$ cat config.mk
export PLATFORM = sky130hd
export DESIGN_NAME = forward_propagation_param_flat
export DESIGN_NICKNAME = d
export VERILOG_FILES = /design/src/rtl/forward_propagation_param_if.sv /design/src/rtl/forward_propagation_param.sv /design/src/flat_wrapper.sv
export SDC_FILE = /design/constraint.sdc
export NUM_CORES = 1
export LEC_CHECK = 0
export BUFFER_PORTS_ARGS = -buffer_cell sky130_fd_sc_hd__buf_2
export CORE_MARGIN = 5
export CORE_UTILIZATION = 65
export CTS_CLUSTER_SIZE = 10
export DETAILED_ROUTE_END_ITERATION = 12
export PLACE_DENSITY = 0.86
export SYNTH_ARGS = -nofsm -noshare
export SYNTH_HDL_FRONTEND = slang
export SYNTH_SLANG_ARGS = --single-unit
$ cat constraint.sdc
create_clock -name clk -period 27.9 [get_ports clk]
set_input_delay 1.395 -clock clk [delete_from_list [all_inputs] [get_ports clk]]
set_output_delay 1.395 -clock clk [all_outputs]
set_load 0.1 [all_outputs]
$ cat src/rtl/forward_propagation_param_if.sv
// rtl/forward_propagation_param_if.sv - request/operand/result bundle for the MLP forward engine
interface forward_propagation_param_if #(
  parameter int DW    = 16,
  parameter int N_HID = 2
);
  logic                    start;
  logic                    hid_act_sel;
  logic                    out_act_sel;
  logic [2*DW-1:0]         x_flat;
  logic [2*N_HID*DW-1:0]   w_hid_flat;
  logic [N_HID*DW-1:0]     b_hid_flat;
  logic [N_HID*DW-1:0]     w_out_flat;
  logic [DW-1:0]           b_out;
  logic                    busy;
  logic                    valid;
  logic [DW-1:0]           y;
  logic [DW-1:0]           z_out;
  logic [N_HID*DW-1:0]     h_flat;
  logic                    ovf;

  modport master (
    output start, hid_act_sel, out_act_sel, x_flat, w_hid_flat, b_hid_flat, w_out_flat, b_out,
    input  busy, valid, y, z_out, h_flat, ovf
  );

  modport slave (
    input  start, hid_act_sel, out_act_sel, x_flat, w_hid_flat, b_hid_flat, w_out_flat, b_out,
    output busy, valid, y, z_out, h_flat, ovf
  );
endinterface

$ cat src/rtl/forward_propagation_param.sv
// rtl/forward_propagation_param.sv - 2-input, N_HID-hidden, 1-output MLP forward pass
// One shared multiplier, one product per clock; saturating accumulation with sticky overflow.
module forward_propagation_param #(
  parameter int DW    = 16,
  parameter int FRAC  = 8,
  parameter int N_HID = 2
) (
  input logic clk,
  input logic rst,
  forward_propagation_param_if.slave bus
);
  localparam int AW = 2*DW + 4;
  localparam int JW = (N_HID > 1) ? $clog2(N_HID) : 1;

  localparam logic [2:0] S_IDLE = 3'd0;
  localparam logic [2:0] S_HMAC = 3'd1;
  localparam logic [2:0] S_HACT = 3'd2;
  localparam logic [2:0] S_OMAC = 3'd3;
  localparam logic [2:0] S_OACT = 3'd4;

  localparam logic signed [AW-1:0]   SAT_MAX = AW'((64'sd1 <<< (DW-1)) - 64'sd1);
  localparam logic signed [AW-1:0]   SAT_MIN = ~SAT_MAX;
  localparam logic signed [DW+1:0]   ONE_W   = (DW+2)'(1 <<< FRAC);
  localparam logic signed [DW+1:0]   HALF    = ONE_W >>> 1;
  localparam logic [JW-1:0]          J_LAST  = JW'(N_HID - 1);

  logic [2:0]              state;
  logic signed [DW-1:0]    x_r [2];
  logic signed [DW-1:0]    w_r [2*N_HID];
  logic signed [DW-1:0]    b_r [N_HID];
  logic signed [DW-1:0]    v_r [N_HID];
  logic signed [DW-1:0]    h_r [N_HID];
  logic signed [DW-1:0]    bo_r;
  logic                    hsel_r, osel_r;
  logic [JW-1:0]           j;
  logic                    i;
  logic signed [AW-1:0]    acc;
  logic                    ovf_pass;

  logic                    busy_r, valid_r, ovf_r;
  logic [DW-1:0]           y_r, z_r;
  logic [N_HID*DW-1:0]     h_flat_r;

  logic [JW-1:0]           j_nxt;
  logic signed [DW-1:0]    mul_a, mul_b;
  logic signed [2*DW-1:0]  prod, prod_sh;
  logic signed [AW-1:0]    acc_add;
  logic                    clamp;
  logic signed [DW-1:0]    z_sat, hid_act, out_act;

  function automatic logic signed [AW-1:0] sext(input logic signed [DW-1:0] v);
    return {{(AW-DW){v[DW-1]}}, v};
  endfunction

  // 0.5 + z/4 limited to [0, one]; the shift floors toward -inf like the MAC path
  function automatic logic signed [DW-1:0] hsig(input logic signed [DW-1:0] z);
    logic signed [DW+1:0] t;
    t = ($signed({{2{z[DW-1]}}, z}) >>> 2) + HALF;
    if (t[DW+1])
      return '0;
    else if (t > ONE_W)
      return ONE_W[DW-1:0];
    else
      return t[DW-1:0];
  endfunction

  assign j_nxt = j + 1'b1;

  always_comb begin
    mul_a = w_r[{j, i}];
    mul_b = x_r[i];
    if (state == S_OMAC) begin
      mul_a = v_r[j];
      mul_b = h_r[j];
    end
  end

  assign prod    = mul_a * mul_b;
  assign prod_sh = prod >>> FRAC;
  assign acc_add = acc + {{(AW-2*DW){prod_sh[2*DW-1]}}, prod_sh};

  always_comb begin
    clamp = 1'b0;
    z_sat = acc[DW-1:0];
    if (acc > SAT_MAX) begin
      clamp = 1'b1;
      z_sat = SAT_MAX[DW-1:0];
    end else if (acc < SAT_MIN) begin
      clamp = 1'b1;
      z_sat = SAT_MIN[DW-1:0];
    end
  end

  assign hid_act = hsel_r ? hsig(z_sat) : (z_sat[DW-1] ? '0 : z_sat);
  assign out_act = osel_r ? z_sat : hsig(z_sat);

  always_ff @(posedge clk) begin
    if (rst) begin
      state    <= S_IDLE;
      x_r[0]   <= '0;
      x_r[1]   <= '0;
      for (int k = 0; k < 2*N_HID; k++) w_r[k] <= '0;
      for (int k = 0; k < N_HID; k++) begin
        b_r[k] <= '0;
        v_r[k] <= '0;
        h_r[k] <= '0;
      end
      bo_r     <= '0;
      hsel_r   <= 1'b0;
      osel_r   <= 1'b0;
      j        <= '0;
      i        <= 1'b0;
      acc      <= '0;
      ovf_pass <= 1'b0;
      busy_r   <= 1'b0;
      valid_r  <= 1'b0;
      ovf_r    <= 1'b0;
      y_r      <= '0;
      z_r      <= '0;
      h_flat_r <= '0;
    end else begin
      valid_r <= 1'b0;
      case (state)
        S_IDLE: begin
          if (bus.start) begin
            x_r[0] <= bus.x_flat[0 +: DW];
            x_r[1] <= bus.x_flat[DW +: DW];
            for (int k = 0; k < 2*N_HID; k++) w_r[k] <= bus.w_hid_flat[k*DW +: DW];
            for (int k = 0; k < N_HID; k++) begin
              b_r[k] <= bus.b_hid_flat[k*DW +: DW];
              v_r[k] <= bus.w_out_flat[k*DW +: DW];
            end
            bo_r     <= bus.b_out;
            hsel_r   <= bus.hid_act_sel;
            osel_r   <= bus.out_act_sel;
            ovf_pass <= 1'b0;
            busy_r   <= 1'b1;
            acc      <= sext(bus.b_hid_flat[0 +: DW]);
            j        <= '0;
            i        <= 1'b0;
            state    <= S_HMAC;
          end
        end
        S_HMAC: begin
          acc <= acc_add;
          i   <= ~i;
          if (i) state <= S_HACT;
        end
        S_HACT: begin
          h_r[j] <= hid_act;
          if (clamp) ovf_pass <= 1'b1;
          if (j == J_LAST) begin
            acc   <= sext(bo_r);
            j     <= '0;
            state <= S_OMAC;
          end else begin
            acc   <= sext(b_r[j_nxt]);
            j     <= j_nxt;
            state <= S_HMAC;
          end
        end
        S_OMAC: begin
          acc <= acc_add;
          if (j == J_LAST) begin
            j     <= '0;
            state <= S_OACT;
          end else begin
            j <= j_nxt;
          end
        end
        S_OACT: begin
          z_r   <= z_sat;
          y_r   <= out_act;
          for (int k = 0; k < N_HID; k++) h_flat_r[k*DW +: DW] <= h_r[k];
          // results and flag are published together so they never disagree mid-pass
          ovf_r   <= ovf_pass | clamp;
          valid_r <= 1'b1;
          busy_r  <= 1'b0;
          state   <= S_IDLE;
        end
        default: state <= S_IDLE;
      endcase
    end
  end

  assign bus.busy   = busy_r;
  assign bus.valid  = valid_r;
  assign bus.y      = y_r;
  assign bus.z_out  = z_r;
  assign bus.h_flat = h_flat_r;
  assign bus.ovf    = ovf_r;
endmodule

$ cat src/flat_wrapper.sv
// flat-port wrapper written by rule: the top's interface ports become plain ports
module forward_propagation_param_flat 
#(
  parameter int DW    = 16,
  parameter int FRAC  = 8,
  parameter int N_HID = 2
)
  (clk, rst, bus_start, bus_hid_act_sel, bus_out_act_sel, bus_x_flat, bus_w_hid_flat, bus_b_hid_flat, bus_w_out_flat, bus_b_out, bus_busy, bus_valid, bus_y, bus_z_out, bus_h_flat, bus_ovf);
  forward_propagation_param_if #(.DW(DW), .N_HID(N_HID)) bus_i ();
  input logic clk;
  input logic rst;
  input wire logic [$bits(bus_i.start)-1:0] bus_start;
  input wire logic [$bits(bus_i.hid_act_sel)-1:0] bus_hid_act_sel;
  input wire logic [$bits(bus_i.out_act_sel)-1:0] bus_out_act_sel;
  input wire logic [$bits(bus_i.x_flat)-1:0] bus_x_flat;
  input wire logic [$bits(bus_i.w_hid_flat)-1:0] bus_w_hid_flat;
  input wire logic [$bits(bus_i.b_hid_flat)-1:0] bus_b_hid_flat;
  input wire logic [$bits(bus_i.w_out_flat)-1:0] bus_w_out_flat;
  input wire logic [$bits(bus_i.b_out)-1:0] bus_b_out;
  output wire logic [$bits(bus_i.busy)-1:0] bus_busy;
  output wire logic [$bits(bus_i.valid)-1:0] bus_valid;
  output wire logic [$bits(bus_i.y)-1:0] bus_y;
  output wire logic [$bits(bus_i.z_out)-1:0] bus_z_out;
  output wire logic [$bits(bus_i.h_flat)-1:0] bus_h_flat;
  output wire logic [$bits(bus_i.ovf)-1:0] bus_ovf;
  assign bus_i.start = bus_start;
  assign bus_i.hid_act_sel = bus_hid_act_sel;
  assign bus_i.out_act_sel = bus_out_act_sel;
  assign bus_i.x_flat = bus_x_flat;
  assign bus_i.w_hid_flat = bus_w_hid_flat;
  assign bus_i.b_hid_flat = bus_b_hid_flat;
  assign bus_i.w_out_flat = bus_w_out_flat;
  assign bus_i.b_out = bus_b_out;
  assign bus_busy = bus_i.busy;
  assign bus_valid = bus_i.valid;
  assign bus_y = bus_i.y;
  assign bus_z_out = bus_i.z_out;
  assign bus_h_flat = bus_i.h_flat;
  assign bus_ovf = bus_i.ovf;
  forward_propagation_param #(.DW(DW), .FRAC(FRAC), .N_HID(N_HID)) u_core (.clk(clk), .rst(rst), .bus(bus_i));
endmodule
# Word level (Yosys, flattened, before mapping)
# Memory sizes are Yosys's and may differ from the RTL's. A register that Yosys moved wholly into a read port is not among the register bits.
# Cells that the tools add are included.
# W data, S select, Z words.
totals:
  word_cells: 117
  mem_count: 5
  input_bits: 181
  output_inout_bits: 67
  regBits: 95
  ramBits: 192
memory_table:
  columns: ["memory", "words", "word_bits", "rd", "rd_ports_with_merged_regs", "write_ports", "line_no", "source"]
  rows:
  - ["u_core.w_r", 4, 16, 1, 0, 4, "forward_propagation_param.sv:29", "logic signed [DW-1:0] w_r [2*N_HID];"]
  - ["u_core.b_r", 2, 16, 1, 0, 2, "forward_propagation_param.sv:30", "logic signed [DW-1:0] b_r [N_HID];"]
  - ["u_core.h_r", 2, 16, 3, 3, 2, "forward_propagation_param.sv:32", "logic signed [DW-1:0] h_r [N_HID];"]
  - ["u_core.v_r", 2, 16, 1, 1, 2, "forward_propagation_param.sv:31", "logic signed [DW-1:0] v_r [N_HID];"]
  - ["u_core.x_r", 2, 16, 1, 1, 2, "forward_propagation_param.sv:28", "logic signed [DW-1:0] x_r [2];"]
classes:
  addsub: 3
  n_eq_ne: 8
  n_lt_le_gt_ge: 3
  bitwise: 12
  mux: 56
  n_mul: 1
  reduce_logical: 16
ops:
  columns: ["op", "n"]
  rows:
  - ["$mux W16", 19]
  - ["$pmux W36 S3", 1]
  - ["$mux W36", 2]
  - ["$add A36 B36 Y36", 1]
  - ["$gt A36 B16 Y1 const B", 1]
  - ["$lt A36 B16 Y1 const B", 1]
  - ["$mul A16 B16 Y32", 1]
  - ["$mux W1", 24]
  - ["$gt A18 B10 Y1 const B", 1]
  - ["$reduce_or A16 Y1", 1]
  - ["$add A14 B9 Y15 const B", 1]
  - ["$mux W15", 1]
  - ["$pmux W3 S4", 1]
  - ["$or A1 B1 Y1", 11]
  - ["$reduce_and A2 Y1", 5]
  - ["$mux W3", 3]
  - ["$pmux W1 S2", 4]
  - ["$reduce_bool A2 Y1", 4]
  - ["$eq A3 B2 Y1 const B", 2]
  - ["$ne A2 B1 Y1 const B", 3]
  - ["$reduce_and A3 Y1", 2]
  - ["$reduce_or A2 Y1", 2]
  - ["$eq A3 B1 Y1 const B", 1]
  - ["$eq A3 B3 Y1 const B", 1]
  - ["other kinds (6)", 6]

# Depth between registers and ports, before layout
depth:
  ltp_word: 9
  mapped_depth: 44

# Least setup slack after synthesis
# Ideal clock, no wire load.
synth_timing:
  path_kind: "register to register"
  start: "register with a tool-made name"
  end: "register u_core.acc[35]"
  path_stages_with_launch: 39
  arrival_ns: 9.766
  path_slack_ns: 18.020
  setup_ns: 0.115
  cell_sequence: "dfxtp_1 -> buf_4 -> buf_1 -> clkbuf_1 -> mux2i_1 -> o21a_1 -> clkbuf_1 -> nor2_1 -> fa_1 -> inv_1 -> fa_1 -> fa_1 -> fa_1 -> inv_1 -> fa_1 -> inv_1 -> fa_1 -> inv_1 -> (+3 left out) -> nor2_1 -> o211ai_1 -> a41o_1 -> or3_1 -> a21oi_2 -> a41o_2 -> o41ai_2 -> xnor2_2 -> ha_1 -> a211oi_1 -> or4b_2 -> o21ai_1 -> a21oi_1 -> a31oi_1 -> xnor2_1 -> xnor2_1 -> nor2_1 -> o21a_1"
synth_lines:
  columns: ["item", "line_no", "source"]
  rows:
  - ["to (signal assigned)", "forward_propagation_param.sv:138", "acc <= sext(bus.b_hid_flat[0 +: DW]);"]
  - ["to (signal assigned)", "forward_propagation_param.sv:153", "acc <= sext(bo_r);"]
  - ["to (signal assigned)", "forward_propagation_param.sv:157", "acc <= sext(b_r[j_nxt]);"]
  - ["to (decl)", "forward_propagation_param.sv:37", "logic signed [AW-1:0] acc;"]

# Worst setup path after layout
layout_timing:
  start: "register u_core.state[2]"
  end: "register u_core.acc[35]"
layout_via:
  elab_chain_cells: 5
  elab_cells_between_ends: 13
layout_rtl:
  columns: ["item", "line_no", "source"]
  rows:
  - ["from (decl)", "forward_propagation_param.sv:27", "logic [2:0] state;"]
  - ["from (signal assigned)", "forward_propagation_param.sv:99", "state <= S_IDLE;"]
  - ["from (signal assigned)", "forward_propagation_param.sv:141", "state <= S_HMAC;"]
  - ["from (signal assigned)", "forward_propagation_param.sv:147", "if (i) state <= S_HACT;"]
  - ["$eq A3 B2 Y1", "forward_propagation_param.sv:72, forward_propagation_param.sv:123", null]
  - ["$mux W16", "forward_propagation_param.sv:72", "if (state == S_OMAC) begin"]
  - ["$mul A16 B16 Y32", "forward_propagation_param.sv:78", "assign prod = mul_a * mul_b;"]
  - ["$add A36 B36 Y36", "forward_propagation_param.sv:80", "assign acc_add = acc + {{(AW-2*DW){prod_sh[2*DW-1]}}, prod_sh};"]
  - ["$pmux W36 S3", "forward_propagation_param.sv:123", "case (state)"]
# Several ways; a longest one is shown, not always the timed one.
# A chain may end at the register's enable or synchronous reset.

==> metrics.yaml <==
netlist_area_um2: 23850
critPathSlowestCell: "dfxtp_1"
crit_path_frequent_cell: "fa_1"
ys.flop_type: "edfxtp_1"
crit_path_end_kind: "flop"
viasPerCell: 6.076
clk_root_buffer_cell: "clkbuf_16"
period_needed_ns: 11.34
cp.required_ns: 28.34
die-area_um2: 40620
grt_max_degree: 105
core_area_um2: 36430
finalClockSkew_ns: 0.04460
ys_seq_area_share_pct: 32.57
track_usage_pct: 32.62
cap_violations: 0
mostFrequentLayoutCells: "inv_1 (324), nor2_1 (263), fa_1 (262), buf_2 (245), nand2_1 (225)"
worst_r2r_path_depth: 33
setup_viol: 0
antenna_found_initial: 2
postRouteAntennaNets: 0
synth_area_per_cell_um2: 9.839
met1Wirelength_mm: 25.46
critPathMaxFanout: 82
synth_seq_cells: 301
cts.sinks: 301
layout_commonest_cell: "inv_1"
critPathTopFamily: "adder cells"
grt_first_pass_wirelength_mm: 104.8
initial_core_util_pct: 65.46
gp_congestion: 0.9788
start_kind: "flop"
synth-edff-count: 174
port_buffers: 245
syn-instance-count: 2424
yosysWarnings: 0
drt-total-wl_mm: 66.45
clk_pin_slew_worst_paths_ns: 0.06
rsz0062_at_grt: "false"
first_global_vias: 19500
min_from: "bus_h_flat[1]$_SDFFE_PP0P_"
worst_slew_pin_slew_ns: 1.078
finalHoldViolCount: 0
async_reset_ff_share_pct: 0
grt-ovfl-total: 0
vias: 18950
holdPathStages: 2
io_pins: 248
wl_met2_mm: 31.60
crit_cells: 33
arrival_ns: 11.78
cts_setup_buffers: 0
max-slew-margin-rel_pct: 27.58
die_h_um: 201.6
postCtsHoldBufs: 0
rows: 70
status: "finished clean"
clockBufferDepth: 3
dr.max_layer_used: "met4"
finalSetupTns_ns: 0
drc: 0
wl_per_cell_um: 21.31
dr.pass1.iters: 8
nFillCells: 2564
yosysUniqueCellTypes: 72
stdcell_area_um2: 26570
first_iter_violations: 2199
dieWidth_um: 201.6
critPathBufInv: 4
cpPeakStageDelay_ns: 0.68
post_cts_resized: 0
critPathKind: "reg -> reg"
drive_above_1_share_pct: 14.61
place_hpwl_mm: 50.75
fmax_mhz: 88.18
areaGrowthSynthToFinish_pct: 11.43
drv_slew: 0
nNetsFinal: 3190
htreeDepth: 2
cts_made_buffers: 36
clk_latency_ns: 0.56
cts_tree: "built"
critPathLaunch: "u_core.state[2]$_SDFFE_PP0P_"
wl_met3_mm: 6.505
placed_cell_area_um2: 25510
hold_class: "reg -> reg"
min_period_over_period_pct: 40.65
r2r-start: "u_core.state[2]$_SDFFE_PP0P_"
==> metal layers <==
metal | vias up | track usage, %
met5 | - | 0
met3 | 225 | 5.173
li1 | 8384 | -
met2 | 1089 | 52.88
met1 | 9248 | 44.69
met4 | 0 | 12.77
==> final cells by class <==
class / instances / area, um^2 / share of cell area [%]
antenna: 2 / 5.005 / 0.01883
clock buffer: 51 / 967.2 / 3.640
clock inverter: 4 / 95.09 / 0.3578
inverter: 327 / 1230 / 4.628
multi-input combinational: 1688 / 14460 / 54.40
sequential: 301 / 7770 / 29.24
tap: 468 / 585.6 / 2.203
timing repair buffer: 277 / 1466 / 5.518
==> flip-flops by register name (all words and copies together) (netlist names), 3 cells and up, named ones only <==
register / count
bus_h_flat: 30
u_core.acc: 36
u_core.b_r: 16
u_core.bo_r: 16
u_core.bus.y: 16
u_core.bus.z_out: 16
u_core.h_r: 30
u_core.state: 3
u_core.v_r: 32
u_core.w_r: 64
u_core.x_r: 32
==> cell families (layout without fill, tap and decap cells) <==
group	Yosys count	in the layout	synth area share, %
fa+ha+maj	378	378	28.08
other cells	1	4	0.01572
mux	73	73	4.008
buf+inv	436	659	6.915
xor+xnor	62	62	2.308
flops	301	301	32.57
simple gates	779	779	15.27
compound gates	394	394	10.84
==> path summary, 6_finish.rpt <==
path	end	slack (ns)
worst max register to register	u_core.acc[35]$_SDFFE_PP0P_	16.56
worst min-delay path	bus_h_flat[1]$_SDFFE_PP0P_	0.46
worst min register to register	bus_h_flat[1]$_SDFFE_PP0P_	0.46
worst max-delay path	u_core.acc[35]$_SDFFE_PP0P_	16.56
==> cells in the mapped netlist (10+ instances only) <==
library cell,count,area [um^2]
a22oi_1,12,90.09
nor2b_1,23,143.9
xnor2_1,41,359.1
or2_2,18,112.6
mux2i_1,37,370.4
a21o_1,26,195.2
mux2_2,20,225.2
nand2b_1,25,156.4
a211oi_1,40,300.3
o21ai_1,28,140.1
dfxtp_1,127,2542
inv_1,325,1220
a21oi_1,116,580.6
ha_1,116,1451
edfxtp_1,174,5225
a22o_1,18,157.7
nand3_1,10,50.05
nand2_1,225,844.6
xor2_1,20,175.2
mux4_2,16,360.4
o21ai_0,47,235.2
and2_1,156,975.9
nor3_1,20,100.1
nor2_1,263,987.2
clkbuf_1,96,360.4
o21a_1,28,210.2
fa_1,262,5245
==> metrics by stage <==
| stage | std cells | utilization [%] | setup slack, ns | hold slack (ns) |
|---|---|---|---|---|
| detailed placement | 3061 | 70.01 | 16.75 | 0.4484 |
| global placement | 3061 | 70.01 | 17.11 | 0.4437 |
| global route | 3118 | 72.94 | 15.94 | 0.4845 |
| finish | 3118 | 72.94 | 16.56 | 0.4609 |
| floorplan | 2425 | - | 18.02 | 0.4414 |
| CTS | 3116 | 72.92 | 16.68 | 0.4557 |
==> worst reg2reg max path, delay by kind of cell, from the launching register on <==
family	cells	cell delay, ns
flip-flops	1	0.68
AO/OA/AOI/OAI	10	2.09
buffers and inverters	4	0.76
AND/OR/NAND/NOR	8	2.76
adder cells (fa/ha/maj)	8	4.02
XOR/XNOR	3	0.93
Power is not shown: default switching activity piles up to over one toggle a cycle in this logic, so the estimate is an artifact.
